==> src/rtl/tick_prescaler.sv <==
// tick_prescaler
//   Programmable clock-enable generator. Divides clk by a ratio loaded at
//   start and emits a one-cycle tick strobe, in either periodic or one-shot
//   mode. The tick is intended as the increment enable of a downstream
//   counter.
//
// Ports
//   clk        system clock, all logic on posedge
//   reset      synchronous active-high reset, overrides all other inputs
//   start      level-sampled, starts a run while IDLE
//   stop       level-sampled, aborts a run (wins over start and terminal)
//   mode       0 = periodic, 1 = one-shot, latched at start
//   div_value  divide ratio N, latched at start (0 treated as 1)
//   tick       one-cycle strobe every N_eff cycles while running
//   busy       high while in RUN
//   done       one-cycle pulse when a one-shot run completes
//   div_count  current prescale count, 0..N_eff-1
//
// state | meaning
// IDLE  | waiting for start, outputs quiet
// RUN   | counting div_count 0..N_eff-1, tick on each wrap
// DONE  | one-shot finished; single cycle with done=1, then IDLE

module tick_prescaler #(
  parameter int DIV_W = 8
) (
  input  logic             clk,
  input  logic             reset,
  input  logic             start,
  input  logic             stop,
  input  logic             mode,
  input  logic [DIV_W-1:0] div_value,
  output logic             tick,
  output logic             busy,
  output logic             done,
  output logic [DIV_W-1:0] div_count
);

  typedef enum logic [1:0] {
    IDLE = 2'd0,
    RUN  = 2'd1,
    DONE = 2'd2
  } state_t;

  localparam logic [DIV_W-1:0] ONE = {{(DIV_W-1){1'b0}}, 1'b1};

  state_t           state;
  logic [DIV_W-1:0] n_eff;
  logic             mode_q;

  always_ff @(posedge clk) begin
    if (reset) begin
      state     <= IDLE;
      tick      <= 1'b0;
      busy      <= 1'b0;
      done      <= 1'b0;
      div_count <= '0;
      n_eff     <= '0;
      mode_q    <= 1'b0;
    end else begin
      tick <= 1'b0;
      done <= 1'b0;
      case (state)
        IDLE: begin
          busy      <= 1'b0;
          div_count <= '0;
          if (start && !stop) begin
            state  <= RUN;
            busy   <= 1'b1;
            mode_q <= mode;
            n_eff  <= (div_value == '0) ? ONE : div_value;
          end
        end
        RUN: begin
          if (stop) begin
            // abort beats the terminal count: no tick on this edge
            state     <= IDLE;
            busy      <= 1'b0;
            div_count <= '0;
          end else if (div_count == n_eff - ONE) begin
            div_count <= '0;
            tick      <= 1'b1;
            if (mode_q) begin
              state <= DONE;
              busy  <= 1'b0;
              done  <= 1'b1;
            end
          end else begin
            div_count <= div_count + ONE;
          end
        end
        DONE: begin
          state     <= IDLE;
          busy      <= 1'b0;
          div_count <= '0;
        end
        default: begin
          state     <= IDLE;
          busy      <= 1'b0;
          div_count <= '0;
        end
      endcase
    end
  end

endmodule
==> config.mk <==
export PLATFORM = sky130hd
export DESIGN_NAME = tick_prescaler
export DESIGN_NICKNAME = d
export VERILOG_FILES = /design/src/rtl/tick_prescaler.sv
export SDC_FILE = /design/constraint.sdc
export NUM_CORES = 1
export LEC_CHECK = 0
export ABC_CLOCK_PERIOD_IN_PS = 2800
export BUFFER_PORTS_ARGS = -buffer_cell sky130_fd_sc_hd__buf_2
export CORE_MARGIN = 5
export CORE_UTILIZATION = 52
export DETAILED_ROUTE_END_ITERATION = 10
export PLACE_DENSITY = 0.77
export SYNTH_ARGS = -nofsm -noshare
export SYNTH_HDL_FRONTEND = slang
export SYNTH_SLANG_ARGS = --single-unit
==> constraint.sdc <==
create_clock -name clk -period 2.8 [get_ports clk]
set_input_delay 0.14 -clock clk [delete_from_list [all_inputs] [get_ports clk]]
set_output_delay 0.14 -clock clk [all_outputs]
set_load 0.02 [all_outputs]
==> impl_metrics.ini <==
[sta]
max_slew_violation_count = 0
timing.final.hold_violations = 0
worst_slew_pin_slew_ns = 0.511
rsz0062_at_grt = false
timing.slew.headroom = 0.658
period_minus_slack_ns = 2.44
max_freq_mhz = 410
finalClockSkew_ns = 0.00397
worst_slack_ns = 0.359
post-route-period-util = 0.872
finalSetupViolations = 0
tns_setup_ns = 0

[grt]
grt_start_max_net_pins = 14
antenna_found_initial = 0
number_of_global_route_vias_before_repair = 936
total_congestion_overflow = 0
grt_first_pass_wirelength_um = 4140
globalRouteTotalUtil = 0.157

[pwr]
power_uw = 577
clockPowerShare = 0.294
pwr-share-seq = 0.574
internal-power_uw = 436
pwr-share-comb = 0.131
max-vdd-ir-drop_v = 0.000256
power_switching_share = 0.244
switching_power_uw = 141
power_per_cell_area_nw_per_um2 = 456
total_leakage_power_nw = 0.507

[place]
place_ws_ns = 0.170
gp_congestion = 0.757
placed_cells_incl_taps = 174
io_buffers = 23
detailedPlacementHpwl_um = 1800

[worst_setup_path]
max_stage_delay_ns = 0.52
critPathRequiredTime_ns = 2.97
r2r_slack_ns = 0.36
r2r_cells = 7
worstSetupPathType = reg2reg
setup.worst_path.end_class = flip-flop
crit_arrival_ns = 2.62
timing.critical_path.slowest_stage_cell = sky130_fd_sc_hd__a211oi_4
critPathLaunchType = flip-flop
sequence_of_cells_on_the_critical_path = inv_1 -> ha_1 -> or3b_2 -> nor4_1 -> o2111ai_1 -> a211oi_4 -> a311oi_1
worstPathMaxFanout = 13

[die]
starting_density_of_the_core = 0.556
ioPinCount = 24
floorplan.die.width_um = 56.0
die_area_sq_um = 3140
die_y_um = 56.0
floorplan.core_area_sq_um = 1980
core.rowCount = 16

[logic_synthesis]
synth-edff-count = 0
synth-warning-count = 0
netlist_top_cells_area = sky130_fd_sc_hd__dfxtp_1 (40%), sky130_fd_sc_hd__nand2_1 (6.8%), sky130_fd_sc_hd__xor2_1 (6.4%)
postSynth.topFlopCell = sky130_fd_sc_hd__dfxtp_1
syn_avg_cell_area_sq_um = 8.48
cell_taking_the_most_area_after_synthesis = sky130_fd_sc_hd__dfxtp_1
syn-num-nets = 145
synth_cell_area_sq_um = 1100
synthMostInstantiatedCell = sky130_fd_sc_hd__dfxtp_1
ys_seq_elements = 22
synth.lib_cells_used.distinct = 36
post_synthesis_instance_total = 130
synthDominantCellAreaShare = 0.400
synth_async_sr_flop_share = 0
yosysSeqAreaShare = 0.400
synth_commonest_cells = sky130_fd_sc_hd__dfxtp_1 (22), sky130_fd_sc_hd__nand2_1 (20), sky130_fd_sc_hd__nor3_1 (10), sky130_fd_sc_hd__a21oi_1 (9), sky130_fd_sc_hd__xor2_1 (8)

[outcome]
run_status = finished clean

[route]
drc_errors = 0
drt_pass1_iterations = 4
final_antenna_net_count = 0
post_drt_via_cell_ratio = 5.57
avgRoutedWirePerCell_um = 13.1
dr.first_iter.drc_count = 15
finalWirelength_um = 2340
route.vias.total = 991

[clock_network]
insertion_delay_ns = 0.30
cts_num_sinks = 22
clock_pin_slew_worst_setup_and_hold_paths_ns = 0.12
ctsLongestPathBuffers = 2
htreeDepth = 1
clockRootBuffer = sky130_fd_sc_hd__clkbuf_4
numCtsBuffers = 3
cts_tree = yes
post_cts_buffers = 0

[worst_hold_path]
timing.hold.worst.class = in2reg
whs_path_depth = 3

[run]
drv_cap = 0

[cells_and_area]
fin_util = 0.640
design.final.nets = 167
area_delta_synth_final_pct = 15.0
stdcell_count = 178
drive_gt1_frac = 0.232
antenna_cells = 0
critical path: cells and delay by family (launching register included):
family                   cells  cell delay [ns]
AND/OR/NAND/NOR              2             0.72
buffers and inverters        1             0.09
AO/OA/AOI/OAI                3             0.90
flip-flops                   1             0.37
adder cells (fa/ha/maj)      1             0.23
power groups by stage:
stage / clock, mW / combinational [mW] / sequential, mW
after global routing: 0.191 / 0.0857 / 0.334
after detailed placement: 0 / 0.0740 / 0.339
after global placement: 0 / 0.0716 / 0.338
final: 0.170 / 0.0757 / 0.332
after CTS: 0.178 / 0.0742 / 0.332
after floorplan: 0 / 0.0539 / 0.336
per-stage QoR:
stage / area, sq um / hold slack [ns]
floorplan: 1100 / 0.276
global placement: 1220 / 0.387
detailed placement: 1220 / 0.392
CTS: 1260 / 0.0574
global route: 1270 / 0.0534
finish: 1270 / 0.0674
routing by layer:
layer	global-route usage	share of wire	vias to the layer above
met5	0	0	-
met4	0.0508	0.0077	0
met3	0.0255	0.037	4
met2	0.285	0.52	19
met1	0.186	0.44	468
li1	-	-	500
worst paths after layout:
path | to | from
max reg2reg | state[0] | n_eff[0]
min | mode_q | mode
max | state[0] | n_eff[0]
min reg2reg | n_eff[7] | n_eff[7]
sequential cells by signal (all words and copies together) (netlist names):
signal,flops
div_count,8
n_eff,8
state,2
busy,1
done,1
mode_q,1
tick,1
cells in the final DEF, fill, tap and decap left out, drive strengths merged:
cell | Yosys | routed
buf | 3 | 24
dfxtp | 22 | 22
nand2 | 20 | 20
nor3 | 10 | 10
a21oi | 9 | 9
xor2 | 8 | 8
xnor2 | 6 | 6
nor2 | 5 | 5
inv | 4 | 4
nand3 | 4 | 4
and3 | 4 | 4
nor4 | 4 | 4
clkbuf | 4 | 4
a211oi | 3 | 3
o21ai | 2 | 2
nor3b | 2 | 2
a311oi | 2 | 2
a22oi | 2 | 2
or2 | 2 | 2
ha | 2 | 2
or4 | 2 | 2
nand2b | 1 | 1
or3b | 1 | 1
o31a | 1 | 1
o2111ai | 1 | 1
o21ba | 1 | 1
nand3b | 1 | 1
nor4b | 1 | 1
and2 | 1 | 1
o32a | 1 | 1
o31ai | 1 | 1
cell families after synthesis:
family | share of synthesized area
AO/OA/AOI/OAI | 0.145
XOR/XNOR | 0.111
adder cells (fa/ha/maj) | 0.0227
buffers and inverters | 0.0454
flip-flops | 0.400
AND/OR/NAND/NOR | 0.276
area by class of cell:
cell class                 count  area, sq um
clock buffer                   4         36.3
fill                         194          714
multi-input combinational     97          619
sequential                    22          440
inverter                       4         15.0
timing repair buffer          24          123
tap                           27         33.8
what timing repair did:
item,CTS,global route
endpoints found under the hold margin,0,0
setup endpoints to repair,0,2
gates resized for setup,0,1
hold buffers,0,0
(Power assumes the default switching activity.)
